===== src/rtl/ex_muldiv_ctrl_pkg.sv =====
// Shared encodings for the EX-side iterative multiply/divide unit.
// Op codes match the decoder's 2-bit mul/div field; states are visible on dbg_state.
package ex_muldiv_ctrl_pkg;

  localparam logic [1:0] OP_MULT  = 2'b00;
  localparam logic [1:0] OP_MULTU = 2'b01;
  localparam logic [1:0] OP_DIV   = 2'b10;
  localparam logic [1:0] OP_DIVU  = 2'b11;

  typedef enum logic [1:0] {
    S_IDLE = 2'd0,
    S_MUL  = 2'd1,
    S_DIV  = 2'd2,
    S_FIX  = 2'd3
  } state_t;

  function automatic logic op_is_signed(input logic [1:0] op);
    return ~op[0];
  endfunction

  function automatic logic op_is_div(input logic [1:0] op);
    return op[1];
  endfunction

endpackage


===== src/rtl/ex_muldiv_core.sv =====
// Unsigned shift-add multiplier / restoring divider datapath, one bit per step.
// After WIDTH steps: multiply leaves the product in {hi,lo}; divide leaves remainder in hi, quotient in lo.
module ex_muldiv_core
  import ex_muldiv_ctrl_pkg::*;
#(
  parameter int WIDTH = 32
) (
  input  logic             clk,
  input  logic             rst_n,
  input  logic             load,
  input  logic             step,
  input  logic             mode_div,
  input  logic [WIDTH-1:0] a,
  input  logic [WIDTH-1:0] b,
  output logic [WIDTH-1:0] hi,
  output logic [WIDTH-1:0] lo
);

  logic [WIDTH-1:0] hi_q, lo_q, b_q;
  logic             div_q;
  logic [WIDTH:0]   add_sum, shifted, diff;

  always_comb begin
    add_sum = {1'b0, hi_q} + (lo_q[0] ? {1'b0, b_q} : '0);
    shifted = {hi_q, lo_q[WIDTH-1]};
    // Partial remainder is always below the divisor, so diff[WIDTH] is a clean borrow.
    diff    = shifted - {1'b0, b_q};
  end

  always_ff @(posedge clk or negedge rst_n) begin
    if (!rst_n) begin
      hi_q  <= '0;
      lo_q  <= '0;
      b_q   <= '0;
      div_q <= 1'b0;
    end else if (load) begin
      hi_q  <= '0;
      lo_q  <= a;
      b_q   <= b;
      div_q <= mode_div;
    end else if (step) begin
      if (div_q) begin
        if (!diff[WIDTH]) begin
          hi_q <= diff[WIDTH-1:0];
          lo_q <= {lo_q[WIDTH-2:0], 1'b1};
        end else begin
          hi_q <= shifted[WIDTH-1:0];
          lo_q <= {lo_q[WIDTH-2:0], 1'b0};
        end
      end else begin
        {hi_q, lo_q} <= {add_sum, lo_q[WIDTH-1:1]};
      end
    end
  end

  assign hi = hi_q;
  assign lo = lo_q;

endmodule


===== src/rtl/ex_muldiv_ctrl.sv =====
// Sequencer for the iterative mul/div unit beside EX; owns architectural HI/LO,
// raises stall for HI/LO users while busy and serves MFHI/MFLO/MTHI/MTLO.
module ex_muldiv_ctrl
  import ex_muldiv_ctrl_pkg::*;
#(
  parameter int WIDTH = 32
) (
  input  logic             clk,
  input  logic             rst_n,
  input  logic             start,
  input  logic [1:0]       op,
  input  logic [WIDTH-1:0] op_a,
  input  logic [WIDTH-1:0] op_b,
  input  logic             hilo_rd,
  input  logic             hilo_wr,
  input  logic             hilo_sel,
  input  logic             flush,
  output logic             stall,
  output logic             busy,
  output logic             done,
  output logic [WIDTH-1:0] hilo_rdata,
  output logic [1:0]       dbg_state
);

  localparam int CW = $clog2(WIDTH);

  // Handshake: start/hilo_rd/hilo_wr are requests from EX; the request is consumed at a
  // rising edge only in a cycle where stall=0 and flush=0. While stalled EX holds it unchanged.

  state_t           state_q, state_d;
  logic [CW-1:0]    cnt_q;
  logic             is_div_q, neg_res_q, neg_rem_q, div0_q, done_q;
  logic [WIDTH-1:0] hi_q, lo_q, core_hi, core_lo, mag_a, mag_b;
  logic             accept, soft_wr, core_step, sgn_a, sgn_b;
  logic [2*WIDTH-1:0] prod_fix;
  logic [WIDTH-1:0]   quo_fix, rem_fix;

  always_comb begin
    sgn_a     = op_is_signed(op) & op_a[WIDTH-1];
    sgn_b     = op_is_signed(op) & op_b[WIDTH-1];
    mag_a     = sgn_a ? -op_a : op_a;
    mag_b     = sgn_b ? -op_b : op_b;
    accept    = (state_q == S_IDLE) & start & ~flush;
    soft_wr   = (state_q == S_IDLE) & hilo_wr & ~flush;
    core_step = (state_q == S_MUL) | (state_q == S_DIV);
  end

  always_comb begin
    state_d = state_q;
    case (state_q)
      S_IDLE:       if (accept) state_d = op_is_div(op) ? S_DIV : S_MUL;
      S_MUL, S_DIV: if (cnt_q == CW'(WIDTH-1)) state_d = S_FIX;
      S_FIX:        state_d = S_IDLE;
      default:      state_d = S_IDLE;
    endcase
  end

  // Sign fix-up; a zero divisor forces an all-ones quotient whatever the operand signs.
  always_comb begin
    prod_fix = neg_res_q ? -{core_hi, core_lo} : {core_hi, core_lo};
    quo_fix  = div0_q ? '1 : (neg_res_q ? -core_lo : core_lo);
    rem_fix  = neg_rem_q ? -core_hi : core_hi;
  end

  always_ff @(posedge clk or negedge rst_n) begin
    if (!rst_n) begin
      state_q   <= S_IDLE;
      cnt_q     <= '0;
      is_div_q  <= 1'b0;
      neg_res_q <= 1'b0;
      neg_rem_q <= 1'b0;
      div0_q    <= 1'b0;
      done_q    <= 1'b0;
      hi_q      <= '0;
      lo_q      <= '0;
    end else begin
      state_q <= state_d;
      done_q  <= (state_q == S_FIX);
      if (accept) begin
        cnt_q     <= '0;
        is_div_q  <= op_is_div(op);
        neg_res_q <= sgn_a ^ sgn_b;
        neg_rem_q <= sgn_a;
        div0_q    <= op_is_div(op) & (op_b == '0);
      end else if (core_step) begin
        cnt_q <= (cnt_q == CW'(WIDTH-1)) ? '0 : cnt_q + CW'(1);
      end
      if (state_q == S_FIX) begin
        if (is_div_q) begin
          hi_q <= rem_fix;
          lo_q <= quo_fix;
        end else begin
          {hi_q, lo_q} <= prod_fix;
        end
      end else if (soft_wr) begin
        if (hilo_sel) hi_q <= op_a;
        else          lo_q <= op_a;
      end
    end
  end

  ex_muldiv_core #(.WIDTH(WIDTH)) u_core (
    .clk      (clk),
    .rst_n    (rst_n),
    .load     (accept),
    .step     (core_step),
    .mode_div (op_is_div(op)),
    .a        (mag_a),
    .b        (mag_b),
    .hi       (core_hi),
    .lo       (core_lo)
  );

  assign busy       = (state_q != S_IDLE);
  assign stall      = busy & (start | hilo_rd | hilo_wr);
  assign done       = done_q;
  assign hilo_rdata = hilo_sel ? hi_q : lo_q;
  assign dbg_state  = state_q;

endmodule

===== config.mk =====
export PLATFORM = sky130hd
export DESIGN_NAME = ex_muldiv_ctrl
export DESIGN_NICKNAME = d
export VERILOG_FILES = /design/src/rtl/ex_muldiv_ctrl_pkg.sv /design/src/rtl/ex_muldiv_core.sv /design/src/rtl/ex_muldiv_ctrl.sv
export SDC_FILE = /design/constraint.sdc
export NUM_CORES = 1
export LEC_CHECK = 0
export CORE_MARGIN = 2
export CORE_UTILIZATION = 50
export DETAILED_ROUTE_END_ITERATION = 10
export PLACE_DENSITY = 0.7
export SLEW_MARGIN = 20
export SYNTH_ARGS = -nofsm -noshare
export SYNTH_HDL_FRONTEND = slang
export SYNTH_SLANG_ARGS = --single-unit

===== constraint.sdc =====
create_clock -name clk -period 5.2 [get_ports clk]
set_clock_uncertainty 0.05 [all_clocks]
set_input_delay 0.52 -clock clk [delete_from_list [all_inputs] [get_ports clk]]
set_output_delay 0.52 -clock clk [all_outputs]
set_load 0.03 [all_outputs]

==> results of run 1 <==
## critical path: stages, from the launching register on
cell and delay [ns]:
dfrtp_1 0.41, inv_1 0.12, ha_1 0.24, fa_1 0.41
nor2b_1 0.21, o31ai_1 0.17, a2111oi_0 0.53, a311o_1 0.27
o2111ai_1 0.29, a21boi_0 0.32, o21ai_0 0.14, and3_1 0.19
o311ai_0 0.36, a41o_1 0.23
## metal layers
metal	vias up	track usage, %	share of wire [%]	wire length [microns]
met2	508	47.03	47	20470
met1	6575	38.48	45	19610
li1	6617	-	-	-
met3	77	2.771	6.1	2663
met5	-	0	0	0
met4	0	8.958	2.5	1102
## per-stage QoR
stage	util (%)	cell area, sq um	std cells	hold slack (ns)	total power, mW
final	58.01	16700	2250	0.002294	12.72
after global routing	58.01	16700	2250	0.05436	13.70
after CTS	58.01	16700	2250	0.02921	12.60
after detailed placement	55.92	16090	2218	0.4227	11.22
after global placement	55.90	16090	2217	0.4121	11.07
after floorplan	-	14690	1806	0.1744	8.880
## worst max-delay path by stage
stage                              startpoint                         to  slack, ns  cells after the start
floorplan            u_core.lo[0]$_DFFE_PN0P_  u_core.hi[24]$_DFFE_PN0P_       1.76                     14
global placement    u_core.hi[23]$_DFFE_PN0P_  u_core.hi[16]$_DFFE_PN0P_       1.22                     12
detailed placement  u_core.lo[31]$_DFFE_PN0P_  u_core.hi[24]$_DFFE_PN0P_       1.32                     13
CTS                 u_core.lo[31]$_DFFE_PN0P_  u_core.hi[24]$_DFFE_PN0P_       1.23                     13
global route        u_core.lo[31]$_DFFE_PN0P_  u_core.hi[24]$_DFFE_PN0P_       0.98                     13
finish              u_core.lo[31]$_DFFE_PN0P_  u_core.hi[24]$_DFFE_PN0P_       1.19                     13
## placed cells by master (no fill, tap or decap), types with 5 or more instances in the layout
cell type	netlist	routed
o21a_1	12	12
ha_1	73	71
and3_1	11	11
mux2i_1	82	82
nand2_1	186	185
mux2_2	39	39
or4_1	14	14
or3_1	20	20
o221ai_1	5	5
o2111ai_1	6	6
o41ai_1	14	14
inv_1	66	66
o21ai_0	195	195
nand4_1	5	5
nand3b_1	6	6
a211oi_1	40	40
nand3_1	29	28
dfrtp_1	172	171
nand2b_1	23	23
nor4_1	16	16
a22oi_1	11	11
clkdlybuf4s50_1	0	107
nor2b_1	45	45
xnor2_1	70	70
a21oi_1	132	132
a21o_1	21	21
nor2_1	123	122
nor3_1	32	31
clkbuf_16	0	17
o31ai_1	31	31
o211ai_1	50	50
or2_2	6	6
xor2_1	100	100
inv_8	0	5
buf_4	0	23
a31oi_1	11	11
## flip-flops by register name (all words and copies together) (netlist names), 2 cells and up
name,cells
hi_q,32
u_core.hi,32
lo_q,32
u_core.lo,32
cnt_q,5
u_core.b_q,32
dbg_state,2
## power breakdown
part           total [mW]  internal (mW)  switching, mW  leakage (nW)
Clock                1.33          0.692          0.642         0.298
Sequential           2.79           2.02          0.764          2.05
Combinational        8.60           3.50           5.10          4.67
Total                12.7           6.21           6.50          7.02
## logic make-up after synthesis
logic type	share of synthesized area [%]
AOI/OAI and AO/OA	23.71
xor gates and xnor gates	10.14
adders and majority gates	6.491
buffers and inverters	4.412
DFF	29.30
muxes	8.578
and+or+nand+nor	17.37
## cell type report
class | count | area, sq um
repair buffers | 133 | 1280
clock inverters | 15 | 176.4
multi-input cells | 1463 | 9781
flip-flops and latches | 172 | 4305
fillers | 2662 | 12080
inverters | 66 | 247.7
clock buffers | 17 | 425.4
well taps | 384 | 480.5
==> results.toml, run 1 <==
[clocking]
cts_buffers = 17
clkTransAtPathRegs_ns = 0.08
h-tree-depth = 4
cts.repair.resized = 0
post_cts_buffers = 0
clk_latency_ns = 0.44
cts_tree = "built"
clk_path_buf_depth = 2
cts_hold_buf = 0
cts.sinks = 172
root_buffer = "clkbuf_16"

[floorplanning]
core_area_sq_um = 28780
rows = 62
die_h_microns = 175.4
initial_core_util_pct = 51.04
die_area_sq_um = 30770
die_w_microns = 175.4
io_pins = 110

[placed_design]
gp_congestion = 1.115
dp_slack_ns = 1.323
hpwl_microns = 32050
io_buffers = 109

[worst_hold_path]
min_path_type = "in2async"

[synthesis]
syn_nets = 1954
ys_warn_count = 0
postSynthAreaPerCell_sq_um = 8.133
ys_ff_latch = 172
synth_cell_types = 67
synth_area_leaders = "dfrtp_1 (29%), o21ai_0 (6.6%), ha_1 (6.2%), xor2_1 (6.0%), mux2i_1 (5.6%)"
syn_area_sq_um = 14690
synth_top_area_share_pct = 29.30
synth_edf_count = 0
ys_seq_area_share_pct = 29.30
ys.flop_type = "dfrtp_1"
synth_common_cells = "o21ai_0 (195), nand2_1 (186), dfrtp_1 (172)"
yosysMostFrequentCell = "o21ai_0"
synth_top_cell_by_area = "dfrtp_1"
ys_async_sr_fraction_pct = 100.0
syn-instance-count = 1806

[worst_setup_path]
reg2reg_slack_ns = 1.19
critPathMaxFanout = 4
r2r_cells = 13
required_ns = 5.52
r2r-end = "u_core.hi[24]$_DFFE_PN0P_"
start_kind = "flip-flop"
crit_path_end_kind = "flip-flop"
critPathKind = "reg2reg"
crit_arrival_ns = 4.33
r2r_start = "u_core.lo[31]$_DFFE_PN0P_"

[finish]
drive_above_1_share_pct = 6.484
n_antenna_cell = 0
areaGrowthSynthToFinish_pct = 13.66
nets = 2001

[sta]
period_needed_ns = 4.010
maxSlewHeadroom_pct = 24.41
fmax_mhz = 249.4
tns_ns = 0
worstMarginPinSlew_ns = 1.128
setup_viol = 0
slew_viol_final = 0
hold_viol_final = 0
rsz0062_at_grt = "false"
final.period_utilization_pct = 77.12
fin_ws_ns = 1.190

[routing]
drc = 0
drt_iter0_markers = 1194
wl_per_cell_microns = 19.48
vias = 13777
ant_nets = 0
first_pass_iters = 5
wl_microns = 43840
via_per_inst = 6.123

[grt]
grt_max_degree = 81
track_usage_pct = 28.16
globalRoute.totalOverflow = 0
grt_pass1_wl_microns = 69320
grt_pass1_vias = 12991
antenna_found_initial = 0

[power_and_ir_drop]
power_density_nw_per_um2 = 761.7
power_leakage_nw = 7.018
irDropWorstVdd_v = 0.0003240

[run]
maxCapViolations = 0

[run_status]
status = "complete, no violations"
(Power assumes the default switching activity.)
==> run 2: changes to the inputs <==
- PLACE_DENSITY: 0.7 -> 0.73
- clock period: 5.2 -> 3.35 ns (I/O delays scaled with it)
==> run 2 against run 1 <==
Combinational power increased by 91%. Wire length increased by 11%. Via count increased by 7.9%. Critical endpoint is now hi_q[20]$_DFFE_PN0P_.
==> results.toml, run 2 (same netlist as run 1, synthesis figures left out) <==
[clocking]
h-tree-depth = 4
clk_latency_ns = 0.46
clkTransAtPathRegs_ns = 0.07
cts.sinks = 172
cts_tree = "built"
root_buffer = "clkbuf_16"
clk_path_buf_depth = 2
cts_buffers = 17

[floorplanning]
initial_core_util_pct = 51.04
core_area_sq_um = 28780
die_w_microns = 175.4
die_h_microns = 175.4
die_area_sq_um = 30770
io_pins = 110
rows = 62

[routing]
first_pass_iters = 5
wl_per_cell_microns = 19.87
via_per_inst = 6.075
drt_iter0_markers = 1447
vias = 14872
wl_microns = 48630
drc = 0
ant_nets = 0

[worst_hold_path]
min_path_type = "in2async"

[placed_design]
dp_cells = 2408
io_buffers = 109
hpwl_microns = 35950
gp_congestion = 0.9574

[worst_setup_path]
crit_arrival_ns = 3.60
critPathMaxFanout = 5
crit_path_end_kind = "flip-flop"
required_ns = 3.62
critPathKind = "reg2reg"
start_kind = "flip-flop"
path_cells = "or4_4 -> or4_4 -> or2_4 -> or4_4 -> o21a_2 -> buf_4 -> or3_1 -> nand3_1 -> o21ai_0"
critPathMaxStageDelay_ns = 0.57
path_common_cell = "or4_4"
crit_path_top_delay_cell = "or4_4"

[finish]
post_layout_nonfiller_instances = 2448
n_antenna_cell = 0
nFillCells = 2481
final_cell_mix = "buf_4 (215), o21ai_0 (184), nand2_1 (184), dfrtp_1 (171), a21oi_1 (127)"
seq_area_sq_um = 4305
multiInputGateArea_sq_um = 10050
areaGrowthSynthToFinish_pct = 26.45
mostFrequentLayoutCell = "buf_4"
nets = 2200
drive_above_1_share_pct = 17.44

[sta]
fmax_mhz = 300.0
period_needed_ns = 3.333
final.period_utilization_pct = 99.49
rsz0062_at_grt = "true"
slew_viol_final = 0
maxSlewHeadroom_pct = 51.39
hold_viol_final = 0
tns_ns = 0
setup_viol = 0
worstMarginPinSlew_ns = 0.7265

[grt]
grt_pass1_vias = 14439
globalRoute.totalOverflow = 0
antenna_found_initial = 0
grt_max_degree = 114
track_usage_pct = 31.11
grt_pass1_wl_microns = 76390

[run_status]
status = "complete, no violations"

[power_and_ir_drop]
design_power_total_mw = 22.69
power_leakage_nw = 8.055
power_density_nw_per_um2 = 1222
irDropWorstVdd_v = 0.0008234

[run]
maxCapViolations = 0
[run 2: cell count changes in the layout (fill, tap and decap cells not counted), sizes merged]
| cell | change |
|---|---|
| buf | +197 |
| bufinv | +4 |
| clkinv | -4 |
| clkbuf | +1 |
| dlygate4sd3 | +1 |
| inv | -1 |
[run 2: path summary, 6_finish.rpt]
| kind | startpoint | endpoint | slack, ns | depth (start not counted) |
|---|---|---|---|---|
| hold / removal | rst_n | lo_q[9]$_DFFE_PN0P_ | 0.22 | 2 |
| setup / recovery | u_core.lo[24]$_DFFE_PN0P_ | hi_q[20]$_DFFE_PN0P_ | 0.02 | 9 |
| setup reg to reg | u_core.lo[24]$_DFFE_PN0P_ | hi_q[20]$_DFFE_PN0P_ | 0.02 | 9 |
| min in group clk | u_core.b_q[19]$_DFFE_PN0P_ | u_core.b_q[19]$_DFFE_PN0P_ | 0.44 | 2 |
| max in group asynchronous | rst_n | u_core.hi[23]$_DFFE_PN0P_ | 2.11 | 3 |
| hold reg to reg | u_core.b_q[19]$_DFFE_PN0P_ | u_core.b_q[19]$_DFFE_PN0P_ | 0.44 | 2 |
[run 2: metal layers]
layer | vias up | track usage, % | wire length (microns)
li1 | 7006 | - | -
met1 | 7101 | 42.00 | 20880
met2 | 653 | 51.54 | 22750
met3 | 112 | 4.481 | 3556
met4 | 0 | 9.792 | 1451
met5 | - | 0 | 0
[run 2: cell type report]
| class | instances | area share, % |
|---|---|---|
| sequential | 172 | 23.18 |
| clock buffer | 17 | 2.290 |
| timing repair buffer | 332 | 15.28 |
| tap | 384 | 2.587 |
| multi-input combinational | 1463 | 54.10 |
| clock inverter | 14 | 1.226 |
| inverter | 66 | 1.334 |
[run 2: critical path, delay by kind of cell, from the launching register on]
family                 cells  cell delay [ns]
and+or+nand+nor            6             2.21
DFF                        1             0.38
AOI/OAI and AO/OA          2             0.38
buffers and inverters      1             0.17
[run 2: timing repair]
action                                  CTS  global route
buffers inserted                          0             7
pin swaps                                 7            21
endpoints found under the setup margin   31            29
endpoints found under the hold margin    13             0
gates cloned                              0             1
resized for setup                        19            48
hold buffers                              1             0
[run 2: through the flow]
step / setup WS [ns] / utilization (%) / instance area [sq um] / hold slack (ns)
detailed placement: -0.2657 / 61.03 / 17570 / 0.1176
finish: 0.01718 / 64.54 / 18570 / 0.2235
global placement: -0.2319 / 61.03 / 17570 / 0.1168
CTS: -0.008732 / 63.61 / 18310 / 0.2123
floorplan: 0.0001026 / - / 14690 / -0.01059
global route: -0.06534 / 64.54 / 18570 / 0.2273
[run 2: report_power, final]
| part | total, mW | switching, mW | internal, mW | leakage (nW) |
|---|---|---|---|---|
| Clock | 2.31 | 0.966 | 1.34 | 0.322 |
| Combinational | 16.4 | 9.27 | 7.18 | 5.69 |
| Sequential | 3.94 | 0.790 | 3.15 | 2.05 |
| Total | 22.7 | 11.0 | 11.7 | 8.05 |
